$ cat config.mk
export PLATFORM = sky130hd
export DESIGN_NAME = id_inst_queue_flat
export DESIGN_NICKNAME = d
export VERILOG_FILES = /design/src/rtl/id_inst_queue_if.sv /design/src/rtl/id_inst_queue.sv /design/src/flat_wrapper.sv
export SDC_FILE = /design/constraint.sdc
export NUM_CORES = 1
export LEC_CHECK = 0
export ABC_CLOCK_PERIOD_IN_PS = 3350
export BUFFER_PORTS_ARGS = -buffer_cell sky130_fd_sc_hd__buf_4
export CAP_MARGIN = 20
export CORE_ASPECT_RATIO = 1.25
export CORE_MARGIN = 10
export CORE_UTILIZATION = 52
export DETAILED_ROUTE_END_ITERATION = 6
export PLACE_DENSITY = 0.81
export SYNTH_ARGS = -nofsm -noshare
export SYNTH_HDL_FRONTEND = slang
export SYNTH_SLANG_ARGS = --single-unit
$ cat constraint.sdc
create_clock -name clk -period 3.35 [get_ports clk]
set_input_delay 0.335 -clock clk [delete_from_list [all_inputs] [get_ports clk]]
set_output_delay 0.335 -clock clk [all_outputs]
set_load 0.05 [all_outputs]
$ cat src/rtl/id_inst_queue_if.sv
// Bundle between the Icache response, the ID flow-control signals and the decoder.
// The queue takes the slave side; whatever drives Icache and flow control takes master.
interface id_inst_queue_if #(
  parameter int DEPTH  = 4,
  parameter int INST_W = 32,
  parameter int PC_W   = 32
);
  localparam int CNT_W = $clog2(DEPTH + 1);

  // Handshake: an Icache word is offered only in a cycle with Icache_ready_i=1 and
  // is never re-offered. The decoder takes id_inst_o/id_pc_o in a cycle where
  // id_valid_o=1 and fc_stall_id_i=0; otherwise the same word is offered again.
  logic              Icache_ready_i;
  logic [INST_W-1:0] Icache_inst_i;
  logic [PC_W-1:0]   Icache_pc_i;
  logic              fc_stall_id_i;
  logic              fc_flush_id_i;
  logic              replay_i;
  logic              id_valid_o;
  logic [INST_W-1:0] id_inst_o;
  logic [PC_W-1:0]   id_pc_o;
  logic [CNT_W-1:0]  queue_count_o;
  logic              queue_full_o;
  logic              queue_afull_o;
  logic              overflow_o;

  modport master (
    output Icache_ready_i, Icache_inst_i, Icache_pc_i,
    output fc_stall_id_i, fc_flush_id_i, replay_i,
    input  id_valid_o, id_inst_o, id_pc_o,
    input  queue_count_o, queue_full_o, queue_afull_o, overflow_o
  );

  modport slave (
    input  Icache_ready_i, Icache_inst_i, Icache_pc_i,
    input  fc_stall_id_i, fc_flush_id_i, replay_i,
    output id_valid_o, id_inst_o, id_pc_o,
    output queue_count_o, queue_full_o, queue_afull_o, overflow_o
  );
endinterface

$ cat src/rtl/id_inst_queue.sv
// Instruction queue between Icache responses and the ID decoder: buffers {pc, inst}
// while ID stalls, bypasses when empty, drops responses in a post-flush shadow.
module id_inst_queue #(
  parameter int                 DEPTH        = 4,
  parameter int                 INST_W       = 32,
  parameter int                 PC_W         = 32,
  parameter int                 AFULL_MARGIN = 1,
  parameter int                 FLUSH_DROP   = 1,
  parameter logic [INST_W-1:0]  NOP_INST     = INST_W'(32'h00000013)
) (
  input logic              clk,
  input logic              rst,
  id_inst_queue_if.slave   bus
);
  localparam int               PTR_W     = $clog2(DEPTH);
  localparam int               CNT_W     = $clog2(DEPTH + 1);
  localparam logic [CNT_W-1:0] FULL_LVL  = CNT_W'(DEPTH);
  localparam logic [CNT_W-1:0] AFULL_LVL = CNT_W'(DEPTH - AFULL_MARGIN);
  localparam logic [2:0]       DROP_INIT = 3'(FLUSH_DROP);

  logic [INST_W-1:0] inst_mem [DEPTH];
  logic [PC_W-1:0]   pc_mem   [DEPTH];

  logic [CNT_W-1:0] count;
  logic [PTR_W-1:0] rd_ptr;
  logic [PTR_W-1:0] wr_ptr;
  logic [2:0]       drop_cnt;
  logic             overflow;
  logic             full_q;
  logic             afull_q;

  logic             drop;
  logic             resp;
  logic             head_vld;
  logic             bypass;
  logic             out_vld;
  logic             consume;
  logic             deq;
  logic             wr_req;
  logic             wr_en;
  logic             ovf_set;
  logic             is_full;
  logic [CNT_W-1:0] count_nxt;
  logic [CNT_W-1:0] count_eff;

  always_comb begin
    drop      = bus.fc_flush_id_i | (drop_cnt != 3'd0);
    resp      = bus.Icache_ready_i & ~drop;
    head_vld  = (count != '0);
    bypass    = ~head_vld & resp;
    // rst gates the output so the decoder never sees a bypassed word during reset
    out_vld   = (head_vld | bypass) & ~bus.replay_i & ~bus.fc_flush_id_i & ~rst;
    consume   = out_vld & ~bus.fc_stall_id_i;
    deq       = consume & head_vld;
    wr_req    = resp & ~(bypass & consume);
    is_full   = (count == FULL_LVL);
    wr_en     = wr_req & (~is_full | deq);
    ovf_set   = wr_req & is_full & ~deq;
    count_nxt = count + CNT_W'(wr_en) - CNT_W'(deq);
    count_eff = bus.fc_flush_id_i ? '0 : count_nxt;
  end

  assign bus.id_valid_o    = out_vld;
  assign bus.id_inst_o     = !out_vld ? NOP_INST :
                             (head_vld ? inst_mem[rd_ptr] : bus.Icache_inst_i);
  assign bus.id_pc_o       = !out_vld ? '0 :
                             (head_vld ? pc_mem[rd_ptr] : bus.Icache_pc_i);
  assign bus.queue_count_o = count;
  assign bus.queue_full_o  = full_q;
  assign bus.queue_afull_o = afull_q;
  assign bus.overflow_o    = overflow;

  always_ff @(posedge clk) begin
    if (wr_en) begin
      inst_mem[wr_ptr] <= bus.Icache_inst_i;
      pc_mem[wr_ptr]   <= bus.Icache_pc_i;
    end
  end

  always_ff @(posedge clk or posedge rst) begin
    if (rst) begin
      count    <= '0;
      rd_ptr   <= '0;
      wr_ptr   <= '0;
      drop_cnt <= 3'd0;
      overflow <= 1'b0;
      full_q   <= 1'b0;
      afull_q  <= 1'b0;
    end else begin
      // Flags track the count that will be visible next cycle, so they never lag it
      full_q  <= (count_eff == FULL_LVL);
      afull_q <= (count_eff >= AFULL_LVL);
      if (bus.fc_flush_id_i) begin
        count    <= '0;
        rd_ptr   <= '0;
        wr_ptr   <= '0;
        drop_cnt <= DROP_INIT;
      end else begin
        count <= count_nxt;
        if (wr_en)              wr_ptr   <= wr_ptr + PTR_W'(1);
        if (deq)                rd_ptr   <= rd_ptr + PTR_W'(1);
        if (drop_cnt != 3'd0)   drop_cnt <= drop_cnt - 3'd1;
        if (ovf_set)            overflow <= 1'b1;
      end
    end
  end
endmodule

$ cat src/flat_wrapper.sv
// flat-port wrapper written by rule: the top's interface ports become plain ports
module id_inst_queue_flat 
#(
  parameter int                 DEPTH        = 4,
  parameter int                 INST_W       = 32,
  parameter int                 PC_W         = 32,
  parameter int                 AFULL_MARGIN = 1,
  parameter int                 FLUSH_DROP   = 1,
  parameter logic [INST_W-1:0]  NOP_INST     = INST_W'(32'h00000013)
)
  (clk, rst, bus_Icache_ready_i, bus_Icache_inst_i, bus_Icache_pc_i, bus_fc_stall_id_i, bus_fc_flush_id_i, bus_replay_i, bus_id_valid_o, bus_id_inst_o, bus_id_pc_o, bus_queue_count_o, bus_queue_full_o, bus_queue_afull_o, bus_overflow_o);
  id_inst_queue_if #(.DEPTH(DEPTH), .INST_W(INST_W), .PC_W(PC_W)) bus_i ();
  input logic clk;
  input logic rst;
  input wire logic [$bits(bus_i.Icache_ready_i)-1:0] bus_Icache_ready_i;
  input wire logic [$bits(bus_i.Icache_inst_i)-1:0] bus_Icache_inst_i;
  input wire logic [$bits(bus_i.Icache_pc_i)-1:0] bus_Icache_pc_i;
  input wire logic [$bits(bus_i.fc_stall_id_i)-1:0] bus_fc_stall_id_i;
  input wire logic [$bits(bus_i.fc_flush_id_i)-1:0] bus_fc_flush_id_i;
  input wire logic [$bits(bus_i.replay_i)-1:0] bus_replay_i;
  output wire logic [$bits(bus_i.id_valid_o)-1:0] bus_id_valid_o;
  output wire logic [$bits(bus_i.id_inst_o)-1:0] bus_id_inst_o;
  output wire logic [$bits(bus_i.id_pc_o)-1:0] bus_id_pc_o;
  output wire logic [$bits(bus_i.queue_count_o)-1:0] bus_queue_count_o;
  output wire logic [$bits(bus_i.queue_full_o)-1:0] bus_queue_full_o;
  output wire logic [$bits(bus_i.queue_afull_o)-1:0] bus_queue_afull_o;
  output wire logic [$bits(bus_i.overflow_o)-1:0] bus_overflow_o;
  assign bus_i.Icache_ready_i = bus_Icache_ready_i;
  assign bus_i.Icache_inst_i = bus_Icache_inst_i;
  assign bus_i.Icache_pc_i = bus_Icache_pc_i;
  assign bus_i.fc_stall_id_i = bus_fc_stall_id_i;
  assign bus_i.fc_flush_id_i = bus_fc_flush_id_i;
  assign bus_i.replay_i = bus_replay_i;
  assign bus_id_valid_o = bus_i.id_valid_o;
  assign bus_id_inst_o = bus_i.id_inst_o;
  assign bus_id_pc_o = bus_i.id_pc_o;
  assign bus_queue_count_o = bus_i.queue_count_o;
  assign bus_queue_full_o = bus_i.queue_full_o;
  assign bus_queue_afull_o = bus_i.queue_afull_o;
  assign bus_overflow_o = bus_i.overflow_o;
  id_inst_queue #(.DEPTH(DEPTH), .INST_W(INST_W), .PC_W(PC_W), .AFULL_MARGIN(AFULL_MARGIN), .FLUSH_DROP(FLUSH_DROP), .NOP_INST(NOP_INST)) u_core (.clk(clk), .rst(rst), .bus(bus_i));
endmodule
==> reports/qor.csv <==
stage,metric,value,unit
run,max_cap viols,0,
route,Post-Route WL,23640,um
global_route,total gr overflow,0,
synth,Synth top area share,0.7112,
die,number of top-level pins,141,
worst_setup_path,Worst R2R Path Depth,11,
synth,Syn Nets,640,
timing,# setup viols final,0,
clocking,Num CTS Buffers,26,
global_route,antenna violations before repair,2,
layout,fill count,1409,
route,Pre-antenna DRT Iters,5,
power,PwrDens,587.2,nW/um^2
timing,Slew HR,0.4684,
timing,"Hold Vio Cnt, Final",0,
layout,layout cells sized above 1,0.3743,
power,P_leak,0.004360,uW
timing,Max Transition Viols Final,0,
min_path,Worst Hold Path EP,u_core.pc_mem[1][5]$_DFFE_PP_,
clocking,Worst-path clk slew,0.06,ns
worst_setup_path,reg2reg end,u_core.bus.queue_full_o$_DFF_PP0_,
synth,Yosys reg bits,269,
worst_setup_path,arrival time of the worst setup path,2.81,ns
clocking,CTS Buffer Depth,3,
timing,FMAX,317.5,MHz
timing,slack of the critical path,0.2000,ns
synth,Post-synth EDFFs,256,
synth,sequential element share of the synthesized area,0.7413,
route,drc violations,0,
clocking,H-tree Lvls,1,
worst_setup_path,critical setup path kind,reg2out,
worst_setup_path,Crit. End Element,output port,
global_route,vias in the first global route,6565,
synth,top_reg_cell synth,edfxtp_1,
layout,Area Overhead vs Synth,21.03,%
timing,crit path time final,3.150,ns
place,"worst slack, placed",0.5545,ns
clocking,post-CTS sizing,0,
place,Final GP Congestion,0.7382,
die,starting density of the core,0.5320,
place,HPWL after DPL,14540,um
synth,Unique masters post-synth,33,
route,via count,5925,
worst_setup_path,"Cell Chain, Critical Path",inv_1 -> ha_1 -> ha_1 -> nand3b_1 -> nor2_4 -> buf_4 -> a22oi_1 -> nor2_1 -> buf_4,
synth,Area contributors post-synth,"edfxtp_1 71%, mux4_2 13%, a22oi_1 4.2%, dfrtp_1 3.0%, nor2_1 2.4%",
clocking,CTS tree,yes,
power,Max VDD drop,0.4885,mV
timing,setup TNS,0,ns
global_route,largest net degree at the start of global routing,63,
worst_setup_path,r2r setup slk,0.65,ns
layout,sequential cell area,8018,um^2
worst_setup_path,WP data required,3.01,ns
min_path,Hold Crit Class,in2reg,
synth,synth warn,0,
timing,RSZ-0062 raised after global routing,no,
synth,syn_area_per_cell,19.27,um^2
route,post-detailed-route count of antenna-violating nets,0,
timing,clock skew,0.01331,ns
global_route,GRT Total Usage,0.1718,
run_status,run status,finished clean,
layout,fin cells,1004,
clocking,clk sinks,269,
synth,Synth Instances,561,
worst_setup_path,startpoint types,register,
synth,Synth Cell Area,10810,um^2
synth,Async SR Flop Fraction,0.04833,
min_path,Worst Hold Depth,1,
route,WL per Instance,23.55,um
worst_setup_path,R2R Path Start,u_core.drop_cnt[0]$_DFFE_PP0P_,
die,die height,181.2,um
layout,nets@finish,791,
die,Die W,149.0,um
place,Placed Cells,953,
clocking,Clock Root Buffer,clkbuf_16,
place,IO buf count,140,
power,total chip power,7682,uW
timing,final period utilization,0.9403,
min_path,hold_sp,bus_Icache_pc_i[5],
clocking,worst-skew pair later-pin latency,0.52,ns
route,DR iter-0 viols,434,
die,core area,20320,um^2
worst_setup_path,Max stage delay on crit path,0.39,ns
die,area of the die,26990,um^2
layout,area of the multi-input gates,2592,um^2
worst_setup_path,slowest cell on the critical path,dfrtp_1,
global_route,first-pass GRT wire length,36940,um
worst_setup_path,Worst Path Max Fanout,33,
synth,Synth area leader,edfxtp_1,
die,# rows,58,
route,vias per cell,5.901,
timing,Slew @ Worst Pin,0.7974,ns
-- Yosys cell counts, types with 2 or more instances --
library cell	number
xnor2_1	2
nand2b_1	3
a22oi_1	61
ha_1	8
xor2_1	3
o22ai_1	4
clkbuf_1	21
nor3_2	2
nand3_1	2
and3_1	5
or3_1	2
nor2_1	69
edfxtp_1	256
nand2_1	5
buf_2	7
mux4_2	64
a21oi_1	3
buf_4	8
dfrtp_1	13
inv_1	10
-- cell type report --
cell class                 count  area share
antenna                        2   0.0003826
multi-input combinational    246      0.1982
clock inverter                13     0.01109
timing repair buffer         159     0.09334
sequential                   269      0.6129
clock buffer                  35     0.05547
inverter                      10    0.002869
tap                          270     0.02582
-- critical path, delay by kind of cell (launching register included) --
family                   cells  cell delay (ns)
AND/OR/NAND/NOR              3             0.58
adder cells (fa/ha/maj)      2             0.44
AO/OA/AOI/OAI                1             0.15
buffers and inverters        3             0.69
flip-flops                   1             0.39
-- stage by stage --
| stage | instance area, um^2 | hold slack [ns] | util |
|---|---|---|---|
| floorplan | 10810 | 0.2120 | - |
| global placement | 12200 | 0.4053 | 0.6002 |
| detailed placement | 12200 | 0.4354 | 0.6002 |
| CTS | 13080 | 0.008470 | 0.6436 |
| global route | 13080 | 0.01155 | 0.6437 |
| finish | 13080 | 0.02475 | 0.6438 |
-- kinds of logic (layout without fill, tap and decap cells) --
| family | after synthesis | after routing | share of synthesized area |
|---|---|---|---|
| other cells | 0 | 2 | 0 |
| fa+ha+maj | 9 | 9 | 0.01111 |
| simple gates | 96 | 96 | 0.04133 |
| xor+xnor | 5 | 5 | 0.004052 |
| mux | 65 | 65 | 0.1343 |
| flops | 269 | 269 | 0.7413 |
| compound gates | 71 | 71 | 0.04838 |
| buf+inv | 46 | 217 | 0.01956 |
-- sequential cells by signal, indices dropped and copies added, names as in the netlist --
| name | flops |
|---|---|
| u_core.bus.queue_count_o | 3 |
| u_core.drop_cnt | 3 |
| u_core.pc_mem | 128 |
| u_core.bus.queue_afull_o | 1 |
| u_core.wr_ptr | 2 |
| u_core.inst_mem | 128 |
| u_core.bus.overflow_o | 1 |
| u_core.bus.queue_full_o | 1 |
| u_core.rd_ptr | 2 |
-- report_power, final --
| part | total [uW] | leakage [uW] | internal [uW] | switching, uW |
|---|---|---|---|---|
| registers | 3860 | 0.00248 | 3810 | 46.9 |
| clock network | 2940 | 0.000421 | 1750 | 1190 |
| logic | 886 | 0.00146 | 326 | 560 |
-- worst max path at each step --
stage,slack (ns),cells after the start,end,startpoint
floorplan,0.09,3,u_core.inst_mem[0][0]$_DFFE_PP_,u_core.bus.queue_count_o[1]$_DFF_PP0_
global placement,0.69,11,u_core.bus.queue_full_o$_DFF_PP0_,bus_fc_flush_id_i
detailed placement,0.55,10,u_core.bus.queue_full_o$_DFF_PP0_,bus_fc_flush_id_i
CTS,0.20,9,bus_id_inst_o[13],u_core.drop_cnt[0]$_DFFE_PP0P_
global route,0.08,9,bus_id_pc_o[1],u_core.drop_cnt[0]$_DFFE_PP0P_
finish,0.20,9,bus_id_inst_o[14],u_core.drop_cnt[0]$_DFFE_PP0P_
-- layer usage --
metal	track usage	wire length [um]	vias to the layer above
li1	-	-	2582
met1	0.2025	8939	3070
met2	0.3074	12740	241
met3	0.03600	1518	32
met4	0.04915	447	0
met5	0	0	-
-- timing repair --
item | 4_1_cts | 5_1_grt
endpoints found under the hold margin | 13 | 0
hold buffers | 1 | 0
buffers inserted | 0 | 0
-- cell usage in the layout (no fill, tap or decap), drive strengths merged, types with 3 or more instances in the layout --
cell type  instances
inv               10
xor2               3
a22oi             61
nor3               3
nand2              5
and3               5
buf              158
clkinv             8
nor2              70
nand2b             3
dfrtp             13
bufinv             3
edfxtp           256
clkbuf            35
ha                 8
mux4              64
a21oi              3
o22ai              4
Power figures use the tool's default switching activity.
